[src/rtl/beta_bju_pred_if.sv]
// rtl/beta_bju_pred_if.sv - request, result and lookup bundle for the branch/jump unit with predictor
interface beta_bju_pred_if #(
   parameter int DATAWIDTH = 32
);
   // ALU flags selected by the branch condition: [0] eq, [1] lt, [2] ltu, [3] spare
   typedef logic [3:0] exe_alu_status_t;

   typedef struct packed {
      logic [1:0] exe_bju_en;
      logic [1:0] exe_bju_condition_sel;
      logic       exe_bju_condition_neg;
   } exe_bju_op_t;

   logic                 valid_i;
   logic                 ready_o;
   logic [DATAWIDTH-1:0] pc_i;
   logic [11:0]          offset12_i;
   logic [19:0]          offset20_i;
   logic [DATAWIDTH-1:0] basereg_i;
   exe_alu_status_t      alu_stat_i;
   exe_bju_op_t          op_i;
   logic                 pred_taken_i;
   logic                 stall_i;
   logic                 flush_i;
   logic [DATAWIDTH-1:0] lookup_pc_i;
   logic                 lookup_taken_o;
   logic                 valid_o;
   logic [DATAWIDTH-1:0] next_pc_o;
   logic                 taken_o;
   logic                 mispredict_o;
   logic                 misalign_o;
   logic [31:0]          mispredict_cnt_o;

   modport slave (
      input  valid_i, pc_i, offset12_i, offset20_i, basereg_i, alu_stat_i, op_i,
             pred_taken_i, stall_i, flush_i, lookup_pc_i,
      output ready_o, lookup_taken_o, valid_o, next_pc_o, taken_o, mispredict_o,
             misalign_o, mispredict_cnt_o
   );

   modport master (
      output valid_i, pc_i, offset12_i, offset20_i, basereg_i, alu_stat_i, op_i,
             pred_taken_i, stall_i, flush_i, lookup_pc_i,
      input  ready_o, lookup_taken_o, valid_o, next_pc_o, taken_o, mispredict_o,
             misalign_o, mispredict_cnt_o
   );
endinterface

[src/rtl/beta_bju_pred.sv]
// rtl/beta_bju_pred.sv - branch/jump resolve unit with 2-bit bimodal branch history table
module beta_bju_pred #(
   parameter int         DATAWIDTH = 32,
   parameter int         BHT_DEPTH = 64,
   parameter logic [1:0] BHT_INIT  = 2'b01
) (
   input logic            clk_i,
   input logic            rst_i,
   beta_bju_pred_if.slave bus
);
   localparam int IDXW = $clog2(BHT_DEPTH);

   localparam logic [1:0] BJU_BRANCH = 2'b01;
   localparam logic [1:0] BJU_JAL    = 2'b10;
   localparam logic [1:0] BJU_JALR   = 2'b11;

   logic [DATAWIDTH-1:0] seq_pc;
   logic [DATAWIDTH-1:0] br_tgt;
   logic [DATAWIDTH-1:0] jal_tgt;
   logic [DATAWIDTH-1:0] jalr_sum;
   logic [DATAWIDTH-1:0] tgt;
   logic                 cond;
   logic                 act_taken;
   logic                 act_misp;
   logic                 act_misal;
   logic                 is_branch;
   logic                 ready;
   logic                 accept;

   logic                 valid_q;
   logic [DATAWIDTH-1:0] next_pc_q;
   logic                 taken_q;
   logic                 misp_q;
   logic                 misal_q;
   logic [31:0]          misp_cnt_q;

   logic [1:0]           bht_q [BHT_DEPTH];
   logic [IDXW-1:0]      upd_idx;
   logic [IDXW-1:0]      look_idx;

   // A held result blocks new requests only while downstream stalls; flush discards the request
   assign ready  = ~(valid_q & bus.stall_i);
   assign accept = bus.valid_i & ready & ~bus.flush_i;

   assign upd_idx  = bus.pc_i[IDXW+1:2];
   assign look_idx = bus.lookup_pc_i[IDXW+1:2];

   // Resolve the control transfer: candidate targets, condition, redirect and alignment
   always_comb begin
      seq_pc    = bus.pc_i + DATAWIDTH'(4);
      br_tgt    = bus.pc_i + {{(DATAWIDTH-13){bus.offset12_i[11]}}, bus.offset12_i, 1'b0};
      jal_tgt   = bus.pc_i + {{(DATAWIDTH-21){bus.offset20_i[19]}}, bus.offset20_i, 1'b0};
      jalr_sum  = bus.basereg_i + {{(DATAWIDTH-12){bus.offset12_i[11]}}, bus.offset12_i};
      cond      = (bus.alu_stat_i[bus.op_i.exe_bju_condition_sel] == ~bus.op_i.exe_bju_condition_neg);
      is_branch = 1'b0;
      act_taken = 1'b0;
      act_misp  = 1'b0;
      tgt       = seq_pc;
      case (bus.op_i.exe_bju_en)
         BJU_BRANCH: begin
            is_branch = 1'b1;
            act_taken = cond;
            act_misp  = cond ^ bus.pred_taken_i;
            tgt       = cond ? br_tgt : seq_pc;
         end
         BJU_JAL: begin
            act_taken = 1'b1;
            act_misp  = 1'b1;
            tgt       = jal_tgt;
         end
         BJU_JALR: begin
            act_taken = 1'b1;
            act_misp  = 1'b1;
            tgt       = {jalr_sum[DATAWIDTH-1:1], 1'b0};
         end
         default: begin
            is_branch = 1'b0;
         end
      endcase
      act_misal = act_taken & (tgt[1:0] != 2'b00);
   end

   // Result register: flush drops it, accept loads it, stall holds it, otherwise it drains
   always_ff @(posedge clk_i or posedge rst_i) begin
      if (rst_i) begin
         valid_q   <= 1'b0;
         next_pc_q <= '0;
         taken_q   <= 1'b0;
         misp_q    <= 1'b0;
         misal_q   <= 1'b0;
      end else if (bus.flush_i) begin
         valid_q <= 1'b0;
      end else if (accept) begin
         valid_q   <= 1'b1;
         next_pc_q <= tgt;
         taken_q   <= act_taken;
         misp_q    <= act_misp;
         misal_q   <= act_misal;
      end else if (!(valid_q & bus.stall_i)) begin
         valid_q <= 1'b0;
      end
   end

   // Free-running count of accepted redirects, wraps naturally
   always_ff @(posedge clk_i or posedge rst_i) begin
      if (rst_i) begin
         misp_cnt_q <= '0;
      end else if (accept & act_misp) begin
         misp_cnt_q <= misp_cnt_q + 32'd1;
      end
   end

   // Saturating 2-bit counter training on every accepted conditional branch
   always_ff @(posedge clk_i or posedge rst_i) begin
      if (rst_i) begin
         for (int i = 0; i < BHT_DEPTH; i++) begin
            bht_q[i] <= BHT_INIT;
         end
      end else if (accept & is_branch) begin
         if (act_taken) begin
            if (bht_q[upd_idx] != 2'b11) begin
               bht_q[upd_idx] <= bht_q[upd_idx] + 2'b01;
            end
         end else if (bht_q[upd_idx] != 2'b00) begin
            bht_q[upd_idx] <= bht_q[upd_idx] - 2'b01;
         end
      end
   end

   assign bus.ready_o          = ready;
   assign bus.lookup_taken_o   = bht_q[look_idx][1];
   assign bus.valid_o          = valid_q;
   assign bus.next_pc_o        = next_pc_q;
   assign bus.taken_o          = taken_q;
   assign bus.mispredict_o     = misp_q;
   assign bus.misalign_o       = misal_q;
   assign bus.mispredict_cnt_o = misp_cnt_q;
endmodule

[src/flat_wrapper.sv]
// flat-port wrapper written by rule: the top's interface ports become plain ports
module beta_bju_pred_flat 
#(
   parameter int         DATAWIDTH = 32,
   parameter int         BHT_DEPTH = 64,
   parameter logic [1:0] BHT_INIT  = 2'b01
)
  (clk_i, rst_i, bus_valid_i, bus_pc_i, bus_offset12_i, bus_offset20_i, bus_basereg_i, bus_alu_stat_i, bus_op_i, bus_pred_taken_i, bus_stall_i, bus_flush_i, bus_lookup_pc_i, bus_ready_o, bus_lookup_taken_o, bus_valid_o, bus_next_pc_o, bus_taken_o, bus_mispredict_o, bus_misalign_o, bus_mispredict_cnt_o);
  beta_bju_pred_if #(.DATAWIDTH(DATAWIDTH)) bus_i ();
  input logic clk_i;
  input logic rst_i;
  input wire logic [$bits(bus_i.valid_i)-1:0] bus_valid_i;
  input wire logic [$bits(bus_i.pc_i)-1:0] bus_pc_i;
  input wire logic [$bits(bus_i.offset12_i)-1:0] bus_offset12_i;
  input wire logic [$bits(bus_i.offset20_i)-1:0] bus_offset20_i;
  input wire logic [$bits(bus_i.basereg_i)-1:0] bus_basereg_i;
  input wire logic [$bits(bus_i.alu_stat_i)-1:0] bus_alu_stat_i;
  input wire logic [$bits(bus_i.op_i)-1:0] bus_op_i;
  input wire logic [$bits(bus_i.pred_taken_i)-1:0] bus_pred_taken_i;
  input wire logic [$bits(bus_i.stall_i)-1:0] bus_stall_i;
  input wire logic [$bits(bus_i.flush_i)-1:0] bus_flush_i;
  input wire logic [$bits(bus_i.lookup_pc_i)-1:0] bus_lookup_pc_i;
  output wire logic [$bits(bus_i.ready_o)-1:0] bus_ready_o;
  output wire logic [$bits(bus_i.lookup_taken_o)-1:0] bus_lookup_taken_o;
  output wire logic [$bits(bus_i.valid_o)-1:0] bus_valid_o;
  output wire logic [$bits(bus_i.next_pc_o)-1:0] bus_next_pc_o;
  output wire logic [$bits(bus_i.taken_o)-1:0] bus_taken_o;
  output wire logic [$bits(bus_i.mispredict_o)-1:0] bus_mispredict_o;
  output wire logic [$bits(bus_i.misalign_o)-1:0] bus_misalign_o;
  output wire logic [$bits(bus_i.mispredict_cnt_o)-1:0] bus_mispredict_cnt_o;
  assign bus_i.valid_i = bus_valid_i;
  assign bus_i.pc_i = bus_pc_i;
  assign bus_i.offset12_i = bus_offset12_i;
  assign bus_i.offset20_i = bus_offset20_i;
  assign bus_i.basereg_i = bus_basereg_i;
  assign bus_i.alu_stat_i = bus_alu_stat_i;
  assign bus_i.op_i = bus_op_i;
  assign bus_i.pred_taken_i = bus_pred_taken_i;
  assign bus_i.stall_i = bus_stall_i;
  assign bus_i.flush_i = bus_flush_i;
  assign bus_i.lookup_pc_i = bus_lookup_pc_i;
  assign bus_ready_o = bus_i.ready_o;
  assign bus_lookup_taken_o = bus_i.lookup_taken_o;
  assign bus_valid_o = bus_i.valid_o;
  assign bus_next_pc_o = bus_i.next_pc_o;
  assign bus_taken_o = bus_i.taken_o;
  assign bus_mispredict_o = bus_i.mispredict_o;
  assign bus_misalign_o = bus_i.misalign_o;
  assign bus_mispredict_cnt_o = bus_i.mispredict_cnt_o;
  beta_bju_pred #(.DATAWIDTH(DATAWIDTH), .BHT_DEPTH(BHT_DEPTH), .BHT_INIT(BHT_INIT)) u_core (.clk_i(clk_i), .rst_i(rst_i), .bus(bus_i));
endmodule
[config.mk]
export PLATFORM = sky130hd
export DESIGN_NAME = beta_bju_pred_flat
export DESIGN_NICKNAME = d
export VERILOG_FILES = /design/src/rtl/beta_bju_pred_if.sv /design/src/rtl/beta_bju_pred.sv /design/src/flat_wrapper.sv
export SDC_FILE = /design/constraint.sdc
export NUM_CORES = 1
export LEC_CHECK = 0
export CELL_PAD_IN_SITES_DETAIL_PLACEMENT = 1
export CELL_PAD_IN_SITES_GLOBAL_PLACEMENT = 1
export CORE_MARGIN = 2
export CORE_UTILIZATION = 35
export DETAILED_ROUTE_END_ITERATION = 16
export GPL_ROUTABILITY_DRIVEN = 0
export PLACE_DENSITY_LB_ADDON = 0.1
export SLEW_MARGIN = 15
export SYNTH_ARGS = -nofsm -noshare
export SYNTH_HDL_FRONTEND = slang
export SYNTH_SLANG_ARGS = --single-unit
[constraint.sdc]
create_clock -name clk_i -period 6.32 [get_ports clk_i]
set_clock_uncertainty 0.05 [all_clocks]
set_input_delay 0.948 -clock clk_i [delete_from_list [all_inputs] [get_ports clk_i]]
set_output_delay 0.948 -clock clk_i [all_outputs]
set_load 0.03 [all_outputs]
---- Word level (Yosys, flattened, before mapping) ----
Index checks and enable logic that the tools add are counted.
storage, ports and cells
  word-level logic and storage cells ...... 130
  register bits ........................... 196
  output and inout bits ................... 70
  input port bits ......................... 143
operators by class
  multiplexer cells ....................... 23
  bitwise operators ....................... 12
  $add $sub $neg .......................... 7
  $lt $le $gt $ge ......................... 4
  reduce and logical (&&, ||, !) cells .... 7
  equality and inequality tests ........... 7
operators by type and width
  cell                                                         count
  two-way mux 128 bit                                          3
  bitwise mux 128 bit                                          2
  adder 32 bit                                                 3
  case mux 32 bit (3 select lines)                             1
  adder 32 x 1 -> 32 bit (second input constant)               1
  adder 32 x 3 -> 32 bit (second input constant)               1
  two-way mux 32 bit                                           1
  binary-select mux 2 bit (select 6 bit)                       2
  >= comparator 7 bit (second input constant)                  2
  NOT 6 -> 7 bit                                               2
  demux 2 bit (select 6 bit)                                   1
  two-way mux 2 bit                                            5
  less-than comparator 7 x 1 -> 1 bit (second input constant)  1
  bitwise AND 1 bit                                            6
  nonzero test 2 bit                                           3
  two-way mux 1 bit                                            5
  == test 2 bit (second input constant)                        2
  inequality test 2 bit (second input constant)                2
  case mux 1 bit (2 select lines)                              2
  less-than comparator 2 x 3 -> 1 bit (second input constant)  1
  inequality test 3 x 2 -> 1 bit (second input constant)       1
  NOT 1 bit                                                    3
  AND reduction 3 bit                                          1
  adder 2 x 1 -> 2 bit (second input constant)                 1
  other kinds (8)                                              8

---- Longest topological paths before layout ----
Gate-level depths: netlist of run 1.
  word-level depth ........................ 8
  mapped depth ............................ 21
  gate-level depth less buffers ........... 17

---- Least setup slack after synthesis of run 1 ----
OpenSTA, ideal clock, no wires.
  path kind ............................... in2reg
  start ................................... in bus_pc_i[2]
  end ..................................... reg with a tool-made name
  slack ................................... 2.259 ns
  arrival ................................. 3.928 ns
  setup time .............................. 0.082 ns
  required time ........................... 6.188 ns
  buffers on the path ..................... 3
  stages on the path ...................... 19
  cells stage by stage .................... buf_4 > and2b_1 > and2_0 > a221oi_1 > nand3_1 > nor2_1 > a211oi_1 > o21ai_0 > o311a_1 > buf_4 > buf_4 > inv_1 > ha_1 > nand2_1 > nand4_1 > nor2_2 > nand3_1 > nor2_1 > mux2_2
RTL lines
  item         line                source
  from (decl)  flat_wrapper.sv:13  input wire logic [$bits(bus_i.pc_i)-1:0] bus_pc_i;

==> flow_summary.ini, run 1 <==
[finish]
final_cell_mix = nor2_1 (186), clkdlybuf4s50_1 (183), nand2_1 (157)
final_common_cell = nor2_1
n_fill_cell = 5094
area_growth_syn_to_layout_pct = 19.8
regArea_mm2 = 0.00498
drive_above_1_share_pct = 14.7
final_util_pct = 42.4
diodes = 0
fin_nets = 2141
multi_input_area_mm2 = 0.0102

[synthesis]
synth_top_family_by_area = compound AO/OA/AOI/OAI gates
synth_fa_ha_area_share_pct = 7.89
synth_mux_area_share_pct = 11.1
synth_compound_area_share_pct = 20.9
yosysWarnings = 0
synth_fp_nets = 1976
synthDistinctLibCells = 94
synth_edf_count = 0
synth_xor_area_share_pct = 7.38
synth_simple_gate_area_share_pct = 17.8
syn-mean-instance-area_um2 = 9.03
synth_area_mm2 = 0.0157
syn_inst = 1736
synthFlopType = dfrtp_1
synth_seq_cells = 196
synthArstFlopShare_pct = 100
ys_seq_area_share_pct = 31.8

[drt]
antenna_left = 0
drc = 0
drt_first_pass_iters = 5
wl_per_cell_um = 22.8
dr.first_iter.drc_count = 882
vias_per_cell = 5.76
via_count = 14400
drt_wl_total_um = 57100

[min_path]
hold_class = reg2reg

[sta]
hold_viol_final = 0
period_minus_slack_ns = 5.29
rsz0062_at_grt = no
tns_ns = 0
worstMarginPinSlew_ns = 0.925
slew_violations = 0
final.period_utilization_pct = 83.7
max_slew_margin_pct = 38.3
setup_violations = 0
fmax_mhz = 189

[floorplan]
placementRows = 77
io_pins = 213
fp.dieH_um = 216
start_util_pct = 35.4
die_w_um = 216
die_area_mm2 = 0.0465
core_area_mm2 = 0.0442

[worst_setup_path]
slowest_delay_ns = 0.71
crit_chain = clkdlybuf4s50_1, and2_0, buf_4, a22oi_1, nand3_1, and3_1, o21ai_0, o311a_1, buf_4, inv_1, ha_1, nand2_1, nand4_1, nor2_2, nand3_1, nor2_1, mux2_2
cp.arrival_ns = 5.64
critPathSlowestCell = clkdlybuf4s50_1
critical_path_class = in2reg
cp-start-kind = primary input
critical_path_required_ns = 6.67
crit_family = simple AND/OR/NAND/NOR gates
crit_buf_inv = 4
critPathCaptureType = register
crit_fanout = 12

[cts]
cts_tree = done
clk_path_buf_depth = 2
htree_num_levels = 4
path_clk_slew_ns = 0.07
cts-resized-gates = 0
worst_skew_pair.late_latency_ns = 0.47
numCtsBuffers = 17
post_cts_buffers = 0
clock-sinks = 196
clockRootBuffer = clkbuf_16
hold_buffers = 0

[global_routing]
grt_overflow_total = 0
antenna_found_initial = 0
grt_pass1_vias = 15100
grt_max_degree = 98
grt_use_total_pct = 24.7
grt_pass1_wl_um = 89200

[power_and_ir_drop]
cellLeakagePower_nw = 7.77
p_per_area_mw_per_mm2 = 207
ir_drop_mv = 0.211

[placement]
dp_hpwl_um = 43400
port_buffers = 186

[status]
status = finished clean

[flow_run]
drv_cap = 0
## synth_stat cells (29+ instances only)
master | count | area share [%]
nand4_1 | 37 | 1.5
dfrtp_1 | 132 | 21
xor2_1 | 50 | 2.8
mux4_2 | 29 | 4.2
xnor2_1 | 77 | 4.3
a22oi_1 | 42 | 2.0
dfstp_2 | 64 | 11
nand3_1 | 63 | 2.0
a21o_1 | 55 | 2.6
nand2_1 | 157 | 3.8
clkbuf_1 | 42 | 1.0
ha_1 | 94 | 7.5
a21oi_1 | 137 | 4.4
mux2_2 | 82 | 5.9
nor2_1 | 186 | 4.5
o21ai_0 | 88 | 2.8
## cell type report
type | count | share of cell area (%)
Clock buffer | 21 | 2.45
Clock inverter | 11 | 0.500
Inverter | 29 | 0.620
Multi-Input combinational cell | 1432 | 54.5
Sequential cell | 196 | 26.6
Tap cell | 592 | 3.95
Timing Repair Buffer | 225 | 11.5
## power breakdown
part	total [W]	internal [W]	leakage (nW)	switching (W)
sequential	0.00143	0.00135	2.40	0.0000753
combinational	0.00136	0.000545	5.10	0.000818
clock	0.00109	0.000535	0.263	0.000555
total	0.00388	0.00243	7.77	0.00145
## logic make-up after synthesis
family / after synthesis
AND/OR/NAND/NOR: 583
AO/OA/AOI/OAI: 496
flip-flops: 196
XOR/XNOR: 129
multiplexers: 127
buffers and inverters: 108
adder cells (fa/ha/maj): 97
## stage by stage
stage               worst slack [ns]  cell area, um^2  instances  power [W]  hold WS [ns]
finish                          1.03            18800       2506    0.00388         0.422
global route                   0.798            18800       2506    0.00409         0.440
CTS                             1.12            18800       2506    0.00393         0.426
detailed placement             0.635            18200       2474    0.00281         0.412
global placement               0.744            18200       2474    0.00279         0.406
floorplan                     0.0873            15700       1736    0.00228         0.415
## path summary, 6_finish.rpt
check	startpoint	to	slack, ns	depth (start not counted)
min reg2reg	u_core.bus.mispredict_cnt_o[31]	u_core.bus.mispredict_cnt_o[31]	0.42	1
min	u_core.bus.mispredict_cnt_o[31]	u_core.bus.mispredict_cnt_o[31]	0.42	1
min in group asynchronous	rst_i	u_core.bht_q[81]	0.96	2
max in group asynchronous	rst_i	u_core.bus.next_pc_o[8]	4.08	3
max	bus_pc_i[3]	register	1.03	17
max reg2reg	register	register	2.41	17
## routing by layer
| layer | GRT usage, % | routed length [um] | vias to the layer above |
|---|---|---|---|
| li1 | - | - | 6774 |
| met1 | 32.7 | 26000 | 7262 |
| met2 | 41.8 | 27600 | 321 |
| met3 | 3.09 | 2110 | 72 |
| met4 | 8.02 | 1450 | 0 |
| met5 | 0 | 0 | - |
Note: power is estimated with default switching activity, not from simulation.
==> run 2, diff against run 1 <==
==> constraint.sdc (replaced) <==
create_clock -name clk_i -period 5.1 [get_ports clk_i]
set_clock_uncertainty 0.05 [all_clocks]
set_input_delay 0.765 -clock clk_i [delete_from_list [all_inputs] [get_ports clk_i]]
set_output_delay 0.765 -clock clk_i [all_outputs]
set_load 0.03 [all_outputs]
==> flow_summary.ini, run 2 (same netlist as run 1, synthesis figures left out) <==
[sta]
rsz0062_at_grt = no
fmax_mhz = 214
setup_slack_ns = 0.421
hold_viol_final = 0
max_slew_margin_pct = 36.4
final.period_utilization_pct = 91.7
holdWs_ns = 0.431
slew_violations = 0
setup_violations = 0
worstMarginPinSlew_ns = 0.955
period_minus_slack_ns = 4.68

[cts]
clk_path_buf_depth = 2
cts_tree = done
post_cts_buffers = 0
hold_buffers = 0
htree_num_levels = 4
worst_skew_pair.late_latency_ns = 0.47
clockRootBuffer = clkbuf_16
numCtsBuffers = 17
cts-resized-gates = 0
clock-sinks = 196
path_clk_slew_ns = 0.08

[power_and_ir_drop]
pwr-share-seq_pct = 35.9
cellLeakagePower_nw = 8.15
p_per_area_mw_per_mm2 = 255
swShare_pct = 36.6
pwr-share-clk_pct = 29.4
ir_drop_mv = 0.275
pwr-share-comb_pct = 34.7
p_int_w = 0.00313
p_switching_w = 0.00180

[finish]
area_growth_syn_to_layout_pct = 23.5
drive_above_1_share_pct = 17.6
diodes = 0
fin_nets = 2207
final_cell_mix = nor2_1 (186), clkdlybuf4s50_1 (183), nand2_1 (157)
final_common_cell = nor2_1
layoutNonFillerInstCount = 2572

[placement]
dp_hpwl_um = 43900
port_buffers = 186
place_ws_ns = 0.0142
dp.cells = 2540

[drt]
dr.first_iter.drc_count = 764
drt_first_pass_iters = 5
drc = 0
drt_wl_total_um = 58100
via_count = 14700
wl_per_cell_um = 22.6
antenna_left = 0
vias_per_cell = 5.72

[min_path]
hold_class = reg2reg

[global_routing]
grt_pass1_vias = 15500
grt_pass1_wl_um = 90300
grt_overflow_total = 0
grt_use_total_pct = 25.0
grt_max_degree = 151
antenna_found_initial = 0

[worst_setup_path]
critPathCaptureType = register
critical_path_required_ns = 5.40
critical_path_class = in2reg
crit_fanout = 8
cp-start-kind = primary input
cp.arrival_ns = 4.98

[flow_run]
drv_cap = 0

[status]
status = finished clean

[floorplan]
fp.dieH_um = 216
start_util_pct = 35.4
core_area_mm2 = 0.0442
die_w_um = 216
placementRows = 77
die_area_mm2 = 0.0465
io_pins = 213
[run 2: cell types whose count changed in the layout (fill, tap and decap cells not counted), sizes merged]
cell | previous run | this run
buf | 42 | 108
bufinv | 0 | 2
clkinvlp | 4 | 2
clkbuf | 21 | 20
clkinv | 2 | 3
[run 2: metrics by stage]
stage	TNS, ns	util, %	instance area, um^2	total power [W]
after floorplan	0	-	15700	0.00283
after global placement	-1.76	42.4	18700	0.00347
after detailed placement	0	42.4	18800	0.00350
after CTS	0	43.8	19300	0.00498
after global routing	0	43.8	19300	0.00519
final	0	43.8	19300	0.00494
[run 2: area by class of cell]
type                       instances  area, um^2
sequential                       196        4980
clock buffer                      20         457
inverter                          29         113
multi-input combinational       1432       10200
timing repair buffer             291        2700
fill                            5105       24900
clock inverter                    12         138
tap                              592         741
[run 2: worst paths after layout]
kind                                           from                               to  slack [ns]  cells past startpoint
setup / recovery                        bus_pc_i[3]                 u_core.bht_q[57]        0.42                     17
hold / removal             u_core.bus.next_pc_o[18]         u_core.bus.next_pc_o[18]        0.43                      2
setup reg to reg                           register                 u_core.bht_q[57]        1.42                     14
hold reg to reg            u_core.bus.next_pc_o[18]         u_core.bus.next_pc_o[18]        0.43                      2
max in group asynchronous                     rst_i          u_core.bus.next_pc_o[3]        3.30                      3
min in group asynchronous                     rst_i  u_core.bus.mispredict_cnt_o[21]        0.55                      2
[run 2: routing by layer]
metal / vias up / GRT usage [%] / wire [um]
li1: 6910 / - / -
met1: 7449 / 33.0 / 26500
met2: 289 / 42.7 / 28300
met3: 70 / 2.71 / 1980
met4: 0 / 8.09 / 1420
met5: - / 0 / 0
[run 2: critical path, stage by stage]
cell and delay, ns:
clkdlybuf4s50_1 0.55, buf_4 0.23, and2_0 0.39, buf_4 0.28, a22oi_1 0.14, nand3_1 0.14
and3_1 0.20, o21ai_0 0.32, o311a_1 0.29, inv_1 0.06, ha_1 0.19, nand2_1 0.06
nand4_1 0.20, nor2_1 0.27, nand2_1 0.26, nor2_1 0.27, mux2_2 0.36
[run 2: power by group through the flow]
stage,Clock [W],Combinational (W),Sequential [W]
after floorplan,0,0.000898,0.00193
after global placement,0,0.00168,0.00180
after detailed placement,0,0.00170,0.00180
after CTS,0.00150,0.00171,0.00177
after global routing,0.00154,0.00186,0.00179
final,0.00145,0.00171,0.00177
==> run 3, diff against run 2 <==
--- a/config.mk
+++ b/config.mk
@@ -5,13 +5,16 @@
 export SDC_FILE = /design/constraint.sdc
 export NUM_CORES = 1
 export LEC_CHECK = 0
+export ABC_CLOCK_PERIOD_IN_PS = 5100
 export CELL_PAD_IN_SITES_DETAIL_PLACEMENT = 1
 export CELL_PAD_IN_SITES_GLOBAL_PLACEMENT = 1
 export CORE_MARGIN = 2
 export CORE_UTILIZATION = 35
 export DETAILED_ROUTE_END_ITERATION = 16
 export GPL_ROUTABILITY_DRIVEN = 0
+export MAX_ROUTING_LAYER = met4
 export PLACE_DENSITY_LB_ADDON = 0.1
+export SETUP_SLACK_MARGIN = 0.3
 export SLEW_MARGIN = 15
 export SYNTH_ARGS = -nofsm -noshare
 export SYNTH_HDL_FRONTEND = slang
==> flow_summary.ini, run 3 (same netlist as run 1, synthesis figures left out) <==
[status]
status = finished clean

[finish]
n_fill_cell = 5106
fin_nets = 2207
multi_input_area_mm2 = 0.0102
final_common_cell = nor2_1
final_cell_mix = nor2_1 (185), clkdlybuf4s50_1 (183), nand2_1 (157)
final_util_pct = 43.8
area_growth_syn_to_layout_pct = 23.5
diodes = 0
drive_above_1_share_pct = 17.7
regArea_mm2 = 0.00498

[sta]
fmax_mhz = 220
period_minus_slack_ns = 4.54
hold_viol_final = 0
max_slew_margin_pct = 37.0
final.period_utilization_pct = 89.1
worstMarginPinSlew_ns = 0.945
setup_violations = 0
holdWs_ns = 0.433
rsz0062_at_grt = no
slew_violations = 0

[cts]
worst_skew_pair.late_latency_ns = 0.46
path_clk_slew_ns = 0.09
clockRootBuffer = clkbuf_16
clock-sinks = 196
numCtsBuffers = 17
cts_tree = done
htree_num_levels = 4
clk_path_buf_depth = 2

[global_routing]
grt_use_total_pct = 25.8
grt_pass1_vias = 15500
grt_pass1_wl_um = 90400
grt_max_degree = 151
antenna_found_initial = 0
grt_overflow_total = 0

[drt]
drc = 0
drt_wl_total_um = 58100
wl_per_cell_um = 22.6
dr.first_iter.drc_count = 823
vias_per_cell = 5.71
drt_first_pass_iters = 5
via_count = 14700
antenna_left = 0

[floorplan]
io_pins = 213
core_area_mm2 = 0.0442
die_area_mm2 = 0.0465
die_w_um = 216
fp.dieH_um = 216
placementRows = 77
start_util_pct = 35.4

[power_and_ir_drop]
cellLeakagePower_nw = 8.15
p_per_area_mw_per_mm2 = 255
ir_drop_mv = 0.275

[worst_setup_path]
crit_fanout = 8
critical_path_class = in2reg
cp.arrival_ns = 4.89
cp-start-kind = primary input
critPathCaptureType = register
critical_path_required_ns = 5.44

[min_path]
hold_class = reg2reg

[flow_run]
drv_cap = 0

[placement]
port_buffers = 186
dp_hpwl_um = 43900
run 3: changes by cell type in the layout (fill, tap and decap cells not counted):
cell	previous run	this run
and2_0	3	2
and2_1	9	10
nor2_1	186	185
nor2_2	2	3
o21ai_0	88	87
o21ai_1	5	6
run 3: report_power, final:
group | switching, W | internal [W] | total, W
Clock | 0.000694 | 0.000759 | 0.00145
Combinational | 0.00102 | 0.000695 | 0.00171
Sequential | 0.0000927 | 0.00168 | 0.00177
Total | 0.00180 | 0.00313 | 0.00494
run 3: layer usage:
layer	global-route usage, %	share of wire [%]	vias to the layer above
li1	-	-	6912
met1	33.0	46	7428
met2	43.0	49	282
met3	2.66	3.2	70
met4	7.77	2.3	0
met5	-	0	-
run 3: worst max-delay path, cell delays in order:
cell and delay, ns:
clkdlybuf4s50_1 0.55, buf_4 0.25, nor3b_2 0.40, buf_4 0.22, a22o_1 0.12, a221oi_1 0.05
nand3_1 0.14, o21ai_1 0.08, and2_0 0.17, o311a_1 0.33, buf_4 0.15, ha_1 0.19
nand2_1 0.06, nand4_1 0.20, nor2_2 0.25, buf_4 0.14, nand2_1 0.18, nor2_1 0.25
mux2_2 0.37
run 3: final cells by class:
cell class | count | area share (%)
clock inverter | 12 | 0.711
inverter | 29 | 0.582
tap | 592 | 3.83
sequential | 196 | 25.8
multi-input combinational | 1432 | 52.8
clock buffer | 20 | 2.36
timing repair buffer | 291 | 13.9
run 3: path summary, 6_finish.rpt:
check / to / slack (ns) / cells after the start / from
worst max-delay path: register / 0.56 / 19 / bus_pc_i[3]
worst min-delay path: u_core.bus.next_pc_o[18] / 0.43 / 2 / u_core.bus.next_pc_o[18]
worst max register to register: register / 1.56 / 15 / register
worst min register to register: u_core.bus.next_pc_o[18] / 0.43 / 2 / u_core.bus.next_pc_o[18]
max in group asynchronous: u_core.bht_q[15] / 3.27 / 3 / rst_i
min in group asynchronous: u_core.bus.mispredict_cnt_o[21] / 0.55 / 2 / rst_i
run 3: through the flow:
step | cell area (um^2) | total power (W) | worst slack [ns] | setup TNS [ns] | std cells
after floorplan | 15700 | 0.00283 | 1.22 | 0 | 1736
final | 19400 | 0.00494 | 0.556 | 0 | 2572
after detailed placement | 18800 | 0.00350 | 0.0142 | 0 | 2540
after CTS | 19300 | 0.00498 | 0.447 | 0 | 2572
after global routing | 19400 | 0.00519 | 0.355 | 0 | 2572
after global placement | 18700 | 0.00347 | -0.112 | -1.76 | 2540
run 3: timing repair:
item | 4_1_cts | 5_1_grt
hold buffers | 0 | 0
setup buffers | 0 | 0
resized for setup | 0 | 3
endpoints found under the setup margin | 0 | 21
